$ cat src/rtl/mult_booth.sv
// mult_booth: sequential radix-2 Booth multiplier, one product bit-pair per clock.
//
// A start in IDLE latches the multiplicand and loads the multiplier into the
// product register. WIDTH iterations follow, and the result registers are
// written on the edge that enters DONE.
//
// Ports:
//   clock           sole clock, rising edge
//   reset           asynchronous, active-low
//   data_operandA   signed multiplicand, sampled at start
//   data_operandB   signed multiplier, sampled at start
//   ctrl_MULT       start request, honoured only in IDLE
//   data_result     low WIDTH bits of the signed product
//   data_exception  product does not fit in WIDTH signed bits
//   data_resultRDY  one-cycle completion strobe (the DONE cycle)
//   busy            operation in progress (RUN or DONE)
//   data_result_hi  high WIDTH bits of the product (only with MULT_BOOTH_HI_EN)
//
// Optional feature macro: MULT_BOOTH_HI_EN adds the data_result_hi output.
//
// state | meaning
// IDLE  | waiting for ctrl_MULT
// RUN   | Booth iterations, one per clock, WIDTH in total
// DONE  | results registered, data_resultRDY high for this cycle

module mult_booth #(
    parameter int WIDTH = 32
) (
    input  logic             clock,
    input  logic             reset,
    input  logic [WIDTH-1:0] data_operandA,
    input  logic [WIDTH-1:0] data_operandB,
    input  logic             ctrl_MULT,
    output logic [WIDTH-1:0] data_result,
    output logic             data_exception,
    output logic             data_resultRDY,
    output logic             busy
`ifdef MULT_BOOTH_HI_EN
    ,
    output logic [WIDTH-1:0] data_result_hi
`endif
);

    localparam int PW = 2*WIDTH + 2;
    localparam int CW = $clog2(WIDTH);

    typedef enum logic [1:0] {IDLE, RUN, DONE} state_t;

    state_t           state, state_next;
    logic [CW-1:0]    cnt;
    logic [PW-1:0]    p;
    logic [WIDTH-1:0] m;

    logic             last;
    logic [WIDTH:0]   acc, acc_next, m_ext;
    logic [PW-1:0]    p_next;
    logic [2*WIDTH-1:0] product;
    logic [WIDTH:0]   sign_span;

    assign last = (cnt == CW'(WIDTH-1));

    always_ff @(posedge clock or negedge reset) begin
        if (!reset) state <= IDLE;
        else        state <= state_next;
    end

    always_comb begin
        state_next = state;
        case (state)
            IDLE:    if (ctrl_MULT) state_next = RUN;
            RUN:     if (last)      state_next = DONE;
            DONE:    state_next = IDLE;
            default: state_next = IDLE;
        endcase
    end

    assign busy           = (state != IDLE);
    assign data_resultRDY = (state == DONE);

    // Accumulator is WIDTH+1 bits with M sign-extended, so adding or
    // subtracting the most-negative multiplicand cannot overflow it.
    assign acc   = p[PW-1:WIDTH+1];
    assign m_ext = {m[WIDTH-1], m};

    always_comb begin
        acc_next = acc;
        case (p[1:0])
            2'b01:   acc_next = acc + m_ext;
            2'b10:   acc_next = acc - m_ext;
            default: acc_next = acc;
        endcase
    end

    // Add/subtract and arithmetic shift folded into one step; the old Booth
    // bit p[0] falls off the bottom.
    assign p_next  = {acc_next[WIDTH], acc_next, p[WIDTH:1]};
    assign product = p_next[2*WIDTH:1];

    // Fits in WIDTH signed bits only if the top WIDTH+1 bits are all copies
    // of the sign.
    assign sign_span = product[2*WIDTH-1:WIDTH-1];

    always_ff @(posedge clock or negedge reset) begin
        if (!reset) begin
            cnt            <= '0;
            p              <= '0;
            m              <= '0;
            data_result    <= '0;
            data_exception <= 1'b0;
`ifdef MULT_BOOTH_HI_EN
            data_result_hi <= '0;
`endif
        end else begin
            case (state)
                IDLE: begin
                    if (ctrl_MULT) begin
                        m   <= data_operandA;
                        p   <= {{(WIDTH+1){1'b0}}, data_operandB, 1'b0};
                        cnt <= '0;
                    end
                end
                RUN: begin
                    p   <= p_next;
                    cnt <= cnt + CW'(1);
                    if (last) begin
                        data_result    <= product[WIDTH-1:0];
                        data_exception <= !((&sign_span) || !(|sign_span));
`ifdef MULT_BOOTH_HI_EN
                        data_result_hi <= product[2*WIDTH-1:WIDTH];
`endif
                    end
                end
                default: ;
            endcase
        end
    end

endmodule
$ cat config.mk
export PLATFORM = sky130hd
export DESIGN_NAME = mult_booth
export DESIGN_NICKNAME = d
export VERILOG_FILES = /design/src/rtl/mult_booth.sv
export SDC_FILE = /design/constraint.sdc
export NUM_CORES = 1
export LEC_CHECK = 0
export CAP_MARGIN = 20
export CORE_ASPECT_RATIO = 0.8
export CORE_MARGIN = 1
export CORE_UTILIZATION = 34
export CTS_CLUSTER_SIZE = 30
export DETAILED_ROUTE_END_ITERATION = 6
export PLACE_DENSITY = 0.63
export SYNTH_ARGS = -nofsm -noshare
export SYNTH_HDL_FRONTEND = slang
export SYNTH_SLANG_ARGS = --single-unit
$ cat constraint.sdc
create_clock -name clock -period 7.55 [get_ports clock]
set_clock_uncertainty 0.15 [all_clocks]
set_input_delay 1.51 -clock clock [delete_from_list [all_inputs] [get_ports clock]]
set_output_delay 1.51 -clock clock [all_outputs]
set_load 0.02 [all_outputs]
==> out/summary.txt, run 1 <==
Mux contribution to synthesized area: 4.47%
Via density: 5.50
Worst rel slew slack: 36.5%
Gates resized, CTS repair: 0
Rows: 52
Slew @ Worst Pin: 952 ps
Reg2reg end: data_exception
Post-synthesis async set-or-reset flop share: 100%
Synth Register Bits: 137
Largest family of logic cells by synthesized area: simple AND/OR/NAND/NOR gates
Largest net degree at the start of global routing: 95
Synth Area in Simple Gates: 25.0%
Synthesized area per cell: 8.30 sq um
Number of flops mapped to enable cells by yosys: 0
WP data required: 7700 ps
Starting Density: 35.0%
Antenna cell count: 0
Synthesis-to-finish area growth: 19.8%
R2R setup slack: 2290 ps
Total CTS buffers: 17
Worst skew pair latency: 430 ps
Sequential share of the synthesized area: 38.2%
DR iter-0 viols: 702
Drt pass-1 iters: 5
Post-Synth Adder-Cell Area: 5.24%
Tcrit/Tclk final: 69.7%
Die Height: 147 um
Postcts setup bufs: 0
CP Data Arrival Time: 5410 ps
WL final: 25100 um
Hold WS: 319 ps
Worst hold start: data_result[6]
Reg clk slew, reported paths: 70 ps
Area of the multi-input gates: 0.00513 sq mm
Worst hold path type: reg2reg
Root buffer cell: clkbuf_16
Synth Flop Type: dfrtp_1
Syn_nets: 1185
Placed cell count: 1476
WHS Path Cells: 2
Die width: 184 um
Most frequent cells in the layout: nand2_1 (175), dfrtp_1 (137), nor2_1 (128)
Critical path startpoint: m[3]
Critical R2R Launch: m[3]
Xor/xnor share of the synthesized area: 3.41%
Min Clock Period, post-route: 5260 ps
# DRC: 0
DR vias: 8282
Run status: complete, no violations
Hold Path Sink: data_result[6]
FF/Latch Area: 0.00343 sq mm
Startpoint Class: flop
Warnings from Yosys: 0
Routability Congestion: 0.933
Global route total overflow: 0
First-pass GRT wire length: 41000 um
CTS tree: built
Vias in the first global route: 7588
CTS H-tree lvls: 4
Critical path fanouts, max: 7
Crit path kind: reg2reg
Post-DR wirelength/cell: 16.7 um
CTS max path bufs: 2
Final setup fails: 0
Fmax: 190 MHz
Fraction of layout cells with a size suffix above 1: 7.87%
Max-capacitance violation count: 0
Hold buffer count at cts: 0
Die area: 0.0271 sq mm
GRT Overall Usage: 19.2%
Antenna viol nets, final: 0
Post-Syn Area: 0.00898 sq mm
Max-slew violations: 0
Area of the core: 0.0256 sq mm
Design area: 0.0108 sq mm
Register-to-Register Path Depth: 19
Commonest non-fill, non-tap cell in the layout: nand2_1
Fin cells: 1507
# clock sinks: 137
PortBufs: 101
Fillers: 2575
Initial antenna violation count: 0
RSZ-0062 raised after global routing: no
Mapped Cells: 1081
Final net count: 1248
Compound-Gate Fraction of Synth Area: 18.8%
Area after DPL: 0.0102 sq mm
Cell variety after synth: 79
Ports: 102
Final hold vios: 0
Total Neg Setup Slack: 0 ps
Worst Setup End Kind: flop
Hpwl dp: 17800 um
[kinds of logic (layout without fill, tap and decap cells)]
kind of cell | Yosys count | count (layout)
compound gates | 254 | 254
xor+xnor | 35 | 35
fa+ha+maj | 37 | 37
buf+inv | 96 | 171
flops | 137 | 137
mux | 36 | 36
simple gates | 486 | 486
[final cells by class]
cell class,count,area share [%]
multi-input cells,848,47.7
flip-flops and latches,137,31.9
repair buffers,110,10.2
clock buffers,20,4.25
well taps,351,4.08
inverters,30,1.05
clock inverters,11,0.838
[synth_stat cells, types with 4 or more instances]
library cell | count | share of area [%]
o211ai_1 | 12 | 1.0
nor3_1 | 29 | 1.6
nand2_1 | 176 | 7.4
nor3b_1 | 4 | 0.33
nand4_1 | 14 | 0.98
nor4_1 | 18 | 1.3
nor2_1 | 128 | 5.4
a211o_1 | 6 | 0.59
a31oi_1 | 11 | 0.77
clkbuf_1 | 44 | 1.8
a21o_1 | 6 | 0.50
a2111oi_0 | 6 | 0.59
and3_1 | 12 | 0.84
o21a_1 | 6 | 0.50
buf_2 | 7 | 0.39
o22ai_1 | 35 | 2.4
nand2b_1 | 6 | 0.42
buf_4 | 4 | 0.33
o31ai_1 | 4 | 0.33
or3_1 | 4 | 0.28
dfrtp_1 | 137 | 38
a211oi_1 | 10 | 0.84
a311oi_1 | 6 | 0.59
nand3_1 | 57 | 3.2
o21ai_0 | 55 | 3.1
a21oi_1 | 53 | 3.0
inv_1 | 29 | 1.2
nor2b_1 | 9 | 0.63
ha_1 | 36 | 5.0
xnor2_1 | 33 | 3.2
buf_6 | 4 | 0.50
mux2_2 | 33 | 4.1
nor4b_1 | 6 | 0.59
[metrics by stage]
stage | utilization, % | setup slack, ps
floorplan | - | 2980
global placement | 39.7 | 2560
detailed placement | 39.8 | 2390
CTS | 42.0 | 2340
global route | 42.0 | 1750
finish | 42.0 | 2290
[flip-flops by register name, indices dropped and copies added, names as in the netlist]
register        flops
cnt                 5
data_exception      1
data_result        32
m                  32
p                  65
state               2
[worst max-delay path, cell delays in order, from the launching register on]
cell and delay (ps):
dfrtp_1 410, nor3_1 390, nand2_1 130, nor3_1 320, nand2_1 110, nor2_1 250
a31o_2 280, o21ai_0 130, xnor2_1 160, ha_1 390, nand2_1 80, o21ai_1 320
nor3_1 70, and3_1 240, or4_2 650, nand3_1 140, or4b_1 470, nor4_2 180
a311o_1 210, nand2_1 60
[worst max-delay path by stage]
stage	endpoint	cells after the start	slack [ps]
2_1_floorplan	data_exception	18	2980
3_3_place_gp	data_exception	19	2560
3_5_place_dp	data_exception	19	2390
4_1_cts	data_exception	19	2340
5_1_grt	data_exception	19	1750
6_report	data_exception	19	2290
[metal layers]
layer  global-route usage [%]  vias to the layer above  part of all wire, %
met1                     29.7                     3931                   51
li1                         -                     4039                    -
met5                        0                        -                    0
met4                     6.92                        0                  2.0
met2                     25.5                      286                   40
met3                     4.16                       26                  7.4
Power of run 1 is left out: the tool's default activity adds up to more than one toggle a clock period on the data nets, which glitch-free logic cannot reach.
==> run 2, diff against run 1 <==
- PLACE_DENSITY: 0.63 -> 0.65
- clock period: 7.55 -> 4.35 ns (I/O delays scaled with it)
==> out/summary.txt, run 2 (synthesis results as in run 1) <==
Worst hold path type: in2async (was reg2reg)
WP data required: 4500 ps (was 7700 ps)
Worst Setup End Kind: flop (unchanged)
Critical R2R Launch: m[7] (was m[3])
Most frequent cells in the layout: nand2_1 (173), buf_4 (143), dfrtp_1 (137) (was nand2_1 (175), dfrtp_1 (137), nor2_1 (128))
Run status: finished, violations left (was complete, no violations)
Fmax: 227 MHz (was 190 MHz)
First-pass GRT wire length: 45800 um (was 41000 um)
Register-to-Register Path Depth: 16 (was 19)
Via density: 5.43 (was 5.50)
Final worst slack: -64.2 ps (was 2290 ps)
CTS H-tree lvls: 4 (unchanged)
Global route total overflow: 0 (unchanged)
Hold buffer count at cts: 0 (unchanged)
GRT Overall Usage: 21.5% (was 19.2%)
Max-slew violations: 0 (unchanged)
Failing checks: setup timing
CP Depth: 16 (was 19)
Startpoint Class: flop (unchanged)
Final hold vios: 0 (unchanged)
CTS max path bufs: 2 (unchanged)
Antenna viol nets, final: 0 (unchanged)
Crit path top cell by count: o211ai_1 (was nand2_1)
Total CTS buffers: 17 (unchanged)
DR iter-0 viols: 848 (was 702)
Final setup fails: 1 (was 0)
RSZ-0062 raised after global routing: yes (was no)
Antenna cell count: 0 (unchanged)
Die Height: 147 um (unchanged)
Tcrit/Tclk final: 101% (was 69.7%)
# DRC: 0 (unchanged)
WL final: 28100 um (was 25100 um)
Cell family with most CP delay: simple AND/OR/NAND/NOR gates (unchanged)
Post-DR wirelength/cell: 17.1 um (was 16.7 um)
Starting Density: 35.0% (unchanged)
CP max-delay cell: or3_4 (was or4_2)
Crit path kind: reg2reg (unchanged)
Slew @ Worst Pin: 968 ps (was 952 ps)
Drt pass-1 iters: 5 (unchanged)
Die width: 184 um (unchanged)
Synthesis-to-finish area growth: 34.7% (was 19.8%)
Max-capacitance violation count: 0 (unchanged)
Final net count: 1384 (was 1248)
Largest Register: p (unchanged)
Fraction of layout cells with a size suffix above 1: 20.6% (was 7.87%)
PortBufs: 101 (unchanged)
Largest registers: p: 65 flops, data_result: 32 flops, m: 32 flops (unchanged)
CP peak stage delay: 410 ps (was 650 ps)
Reg clk slew, reported paths: 70 ps (about the same)
Root buffer cell: clkbuf_16 (unchanged)
Max reg flops: 65 (unchanged)
# clock sinks: 137 (unchanged)
Die area: 0.0271 sq mm (unchanged)
Worst rel slew slack: 35.5% (was 36.5%)
Vias in the first global route: 8442 (was 7588)
Initial antenna violation count: 0 (unchanged)
Rows: 52 (unchanged)
Critical path fanouts, max: 5 (was 7)
Pre-CTS WS: -156 ps (was 2390 ps)
CTS tree: built (unchanged)
Min Clock Period, post-route: 4410 ps (was 5260 ps)
R2R setup slack: -60 ps (was 2290 ps)
Critical path startpoint: m[7] (was m[3])
Routability Congestion: 0.937 (was 0.933)
Worst path bufs/invs: 1 (was 0)
Commonest non-fill, non-tap cell in the layout: nand2_1 (unchanged)
CP Data Arrival Time: 4570 ps (was 5410 ps)
Largest net degree at the start of global routing: 103 (was 95)
Hpwl dp: 20400 um (was 17800 um)
DR vias: 8932 (was 8282)
CP Cell Sequence: or3_4 -> nand2b_1 -> nor3b_2 -> nor2_1 -> xnor2_1 -> ha_1 -> buf_4 -> nand4_1 -> or3_1 -> o311a_1 -> o211ai_1 -> a2111oi_1 -> nor3b_1 -> o211ai_1 -> o41ai_2 -> nand2_1 (was nor3_1 -> nand2_1 -> nor3_1 -> nand2_1 -> nor2_1 -> a31o_2 -> o21ai_0 -> xnor2_1 -> ha_1 -> nand2_1 -> o21ai_1 -> nor3_1 -> and3_1 -> or4_2 -> nand3_1 -> or4b_1 -> nor4_2 -> a311o_1 -> nand2_1)
Ports: 102 (unchanged)
Area of the core: 0.0256 sq mm (unchanged)
Worst skew pair latency: 430 ps (about the same)
==> run 2: changes by cell type in the layout (fill, tap and decap cells not counted), moves of 4 or more <==
| cell | before | now |
|---|---|---|
| o21ai_0 | 55 | 50 |
| a21oi_1 | 53 | 48 |
| nor4_1 | 18 | 14 |
| a2111oi_0 | 6 | 2 |
| buf_4 | 8 | 143 |
| o21ai_2 | 0 | 4 |
==> run 2: layout make-up <==
cell class,count,area [sq um]
clock buffers,17,425
clock inverters,15,206
fillers,2469,13500
inverters,30,113
multi-input cells,848,5370
flip-flops and latches,137,3430
well taps,351,439
repair buffers,246,2120
==> run 2: worst reg2reg max path, cell delays in order (launching register included) <==
cell       delay [ps]
dfrtp_1           380
or3_4             410
nand2b_1          230
nor3b_2           220
nor2_1             80
xnor2_1           130
ha_1              380
buf_4             170
nand4_1           110
or3_1             400
o311a_1           390
o211ai_1          300
a2111oi_1         140
nor3b_1           270
o211ai_1          150
o41ai_2           320
nand2_1            80
==> run 2: final timing paths <==
path                                   end
min in group clock         data_result[23]
max                         data_exception
max reg2reg                 data_exception
max in group asynchronous             m[3]
min                                  m[31]
min reg2reg                data_result[23]
==> run 2: metal layers <==
metal	track usage (%)	share of wire, %
met5	0	0
met4	5.50	1.2
met2	30.4	42
met3	2.90	7.8
met1	33.7	49
==> run 2: per-stage QoR <==
step	util (%)	cells	area, sq um	hold WS, ps	setup TNS (ps)
after floorplan	-	1081	9030	299	0
after global placement	43.7	1604	11200	310	-225
after global routing	47.2	1644	12100	343	-347
after detailed placement	43.7	1604	11200	312	-156
final	47.2	1644	12100	302	-64.2
after CTS	46.6	1641	11900	323	-11.9
==> run 2: what timing repair did <==
action	in CTS	in global routing
gates cloned	0	0
buffers inserted	5	3
gates resized for setup	23	27
endpoints found under the setup margin	1	4
pin swaps	17	14
Power of run 2 is left out for the same reason.
==> run 3, diff against run 2 <==
- PLACE_DENSITY: 0.65 -> not set
- PLACE_DENSITY_LB_ADDON: not set -> 0.1
==> out/summary.txt, run 3 (synthesis results as in run 1) <==
Drt pass-1 iters: 7 (was 5)
Max-slew violations: 0 (unchanged)
DR iter-0 viols: 783 (was 848)
Final setup fails: 1 (unchanged)
PortBufs: 101 (unchanged)
First-pass GRT wire length: 47700 um (was 45800 um)
Die Height: 147 um (unchanged)
Largest registers: p: 65 flops, data_result: 32 flops, m: 32 flops (unchanged)
GRT Overall Usage: 22.7% (was 21.5%)
Routability Congestion: 0.895 (was 0.937)
Most frequent cells in the layout: buf_4 (193), nand2_1 (172), dfrtp_1 (137) (was nand2_1 (173), buf_4 (143), dfrtp_1 (137))
Worst skew pair latency: 440 ps (was 430 ps)
Startpoint Class: flop (unchanged)
CTS tree: built (unchanged)
Min Clock Period, post-route: 4410 ps (about the same)
Starting Density: 35.0% (unchanged)
CP Data Arrival Time: 4590 ps (was 4570 ps)
Antenna cell count: 0 (unchanged)
CP Depth: 20 (was 16)
Worst path bufs/invs: 4 (was 1)
Final net count: 1434 (was 1384)
Critical path fanouts, max: 4 (was 5)
Tcrit/Tclk final: 101% (about the same)
RSZ-0062 raised after global routing: yes (unchanged)
Post-layout util: 48.2% (was 47.2%)
Die area: 0.0271 sq mm (unchanged)
Worst rel slew slack: 42.0% (was 35.5%)
Commonest non-fill, non-tap cell in the layout: buf_4 (was nand2_1)
DR vias: 8943 (was 8932)
Slew @ Worst Pin: 871 ps (was 968 ps)
Reg clk slew, reported paths: 90 ps (was 70 ps)
Crit path kind: reg2reg (unchanged)
Global route total overflow: 0 (unchanged)
Total CTS buffers: 17 (unchanged)
Rows: 52 (unchanged)
Area of the core: 0.0256 sq mm (unchanged)
Pre-CTS WS: -305 ps (was -156 ps)
Fmax: 227 MHz (about the same)
Max-capacitance violation count: 0 (unchanged)
Failing checks: setup timing (unchanged)
Initial antenna violation count: 0 (unchanged)
Run status: finished, violations left (unchanged)
WP data required: 4530 ps (was 4500 ps)
Worst hold path type: in2async (unchanged)
# DRC: 0 (unchanged)
Fillers: 2536 (was 2469)
Largest Register: p (unchanged)
Root buffer cell: clkbuf_16 (unchanged)
Fraction of layout cells with a size suffix above 1: 22.6% (was 20.6%)
CTS max path bufs: 2 (unchanged)
Worst Setup End Kind: flop (unchanged)
CP Cell Sequence: inv_1 -> ha_1 -> buf_4 -> and4b_1 -> and4_1 -> a21oi_1 -> xnor2_1 -> ha_1 -> buf_4 -> a21oi_1 -> o21ai_1 -> a21oi_1 -> o311a_1 -> o211ai_1 -> a2111oi_0 -> nor3b_1 -> buf_4 -> nor4_1 -> a311o_1 -> nand2_1 (was or3_4 -> nand2b_1 -> nor3b_2 -> nor2_1 -> xnor2_1 -> ha_1 -> buf_4 -> nand4_1 -> or3_1 -> o311a_1 -> o211ai_1 -> a2111oi_1 -> nor3b_1 -> o211ai_1 -> o41ai_2 -> nand2_1)
Die width: 184 um (unchanged)
# clock sinks: 137 (unchanged)
Post-DR wirelength/cell: 17.4 um (was 17.1 um)
R2R setup slack: -60 ps (about the same)
Reg2reg end: data_exception (unchanged)
Max reg flops: 65 (unchanged)
Final hold vios: 0 (unchanged)
Synthesis-to-finish area growth: 37.6% (was 34.7%)
Via density: 5.28 (was 5.43)
Register-to-Register Path Depth: 20 (was 16)
CP max-delay cell: a2111oi_0 (was or3_4)
Hpwl dp: 21600 um (was 20400 um)
Cell family with most CP delay: compound AO/OA/AOI/OAI gates (was simple AND/OR/NAND/NOR gates)
Final worst slack: -65.0 ps (was -64.2 ps)
Ports: 102 (unchanged)
CTS H-tree lvls: 4 (unchanged)
Antenna viol nets, final: 0 (unchanged)
WL final: 29500 um (was 28100 um)
CP peak stage delay: 420 ps (was 410 ps)
Hold buffer count at cts: 0 (unchanged)
Fin cells: 1694 (was 1644)
Vias in the first global route: 8409 (was 8442)
Critical R2R Launch: m[0] (was m[7])
Largest net degree at the start of global routing: 76 (was 103)
Placed cell count: 1659 (was 1604)
## run 3: worst reg2reg max path, cell delays in order (launching register included)
cell and delay, ps:
dfrtp_1 370, inv_1 50, ha_1 210, buf_4 140
and4b_1 170, and4_1 230, a21oi_1 180, xnor2_1 180
ha_1 300, buf_4 160, a21oi_1 270, o21ai_1 180
a21oi_1 160, o311a_1 220, o211ai_1 130, a2111oi_0 420
nor3b_1 130, buf_4 160, nor4_1 260, a311o_1 210
nand2_1 50
## run 3: metal layers
layer | part of all wire, % | up-vias | track usage [%]
met5 | 0 | - | 0
met4 | 0.66 | 0 | 4.33
met3 | 8.1 | 15 | 4.49
met2 | 38 | 274 | 29.2
met1 | 53 | 4242 | 37.7
li1 | - | 4412 | -
## run 3: timing repair
item                       CTS  global route
gates resized for setup     14            16
buffers inserted             3             0
setup endpoints to repair    1             6
pin swaps                   10            12
cloned                       0             0
## run 3: how the worst max path moves through the flow
stage,start,end,slack (ps)
2_1_floorplan,m[11],data_exception,0.9
3_3_place_gp,m[2],data_exception,-200
3_5_place_dp,m[2],data_exception,-300
4_1_cts,m[4],data_exception,-100
5_1_grt,m[2],data_exception,-390
6_report,m[0],data_exception,-60
## run 3: layout make-up
cell class / instances / area (sq um) / area share (%)
well taps: 351 / 439 / 3.55
clock buffers: 17 / 425 / 3.44
clock inverters: 15 / 176 / 1.43
multi-input cells: 848 / 5270 / 42.7
repair buffers: 296 / 2500 / 20.2
inverters: 30 / 113 / 0.911
flip-flops and latches: 137 / 3430 / 27.7
## run 3: per-stage QoR
step | instance area (sq um) | setup TNS (ps) | hold slack, ps
final | 12400 | -65.0 | 307
after global routing | 12400 | -394 | 349
after CTS | 12300 | -104 | 330
after detailed placement | 11600 | -305 | 312
after global placement | 11600 | -197 | 308
after floorplan | 9030 | 0 | 299
Power of run 3 is left out for the same reason.
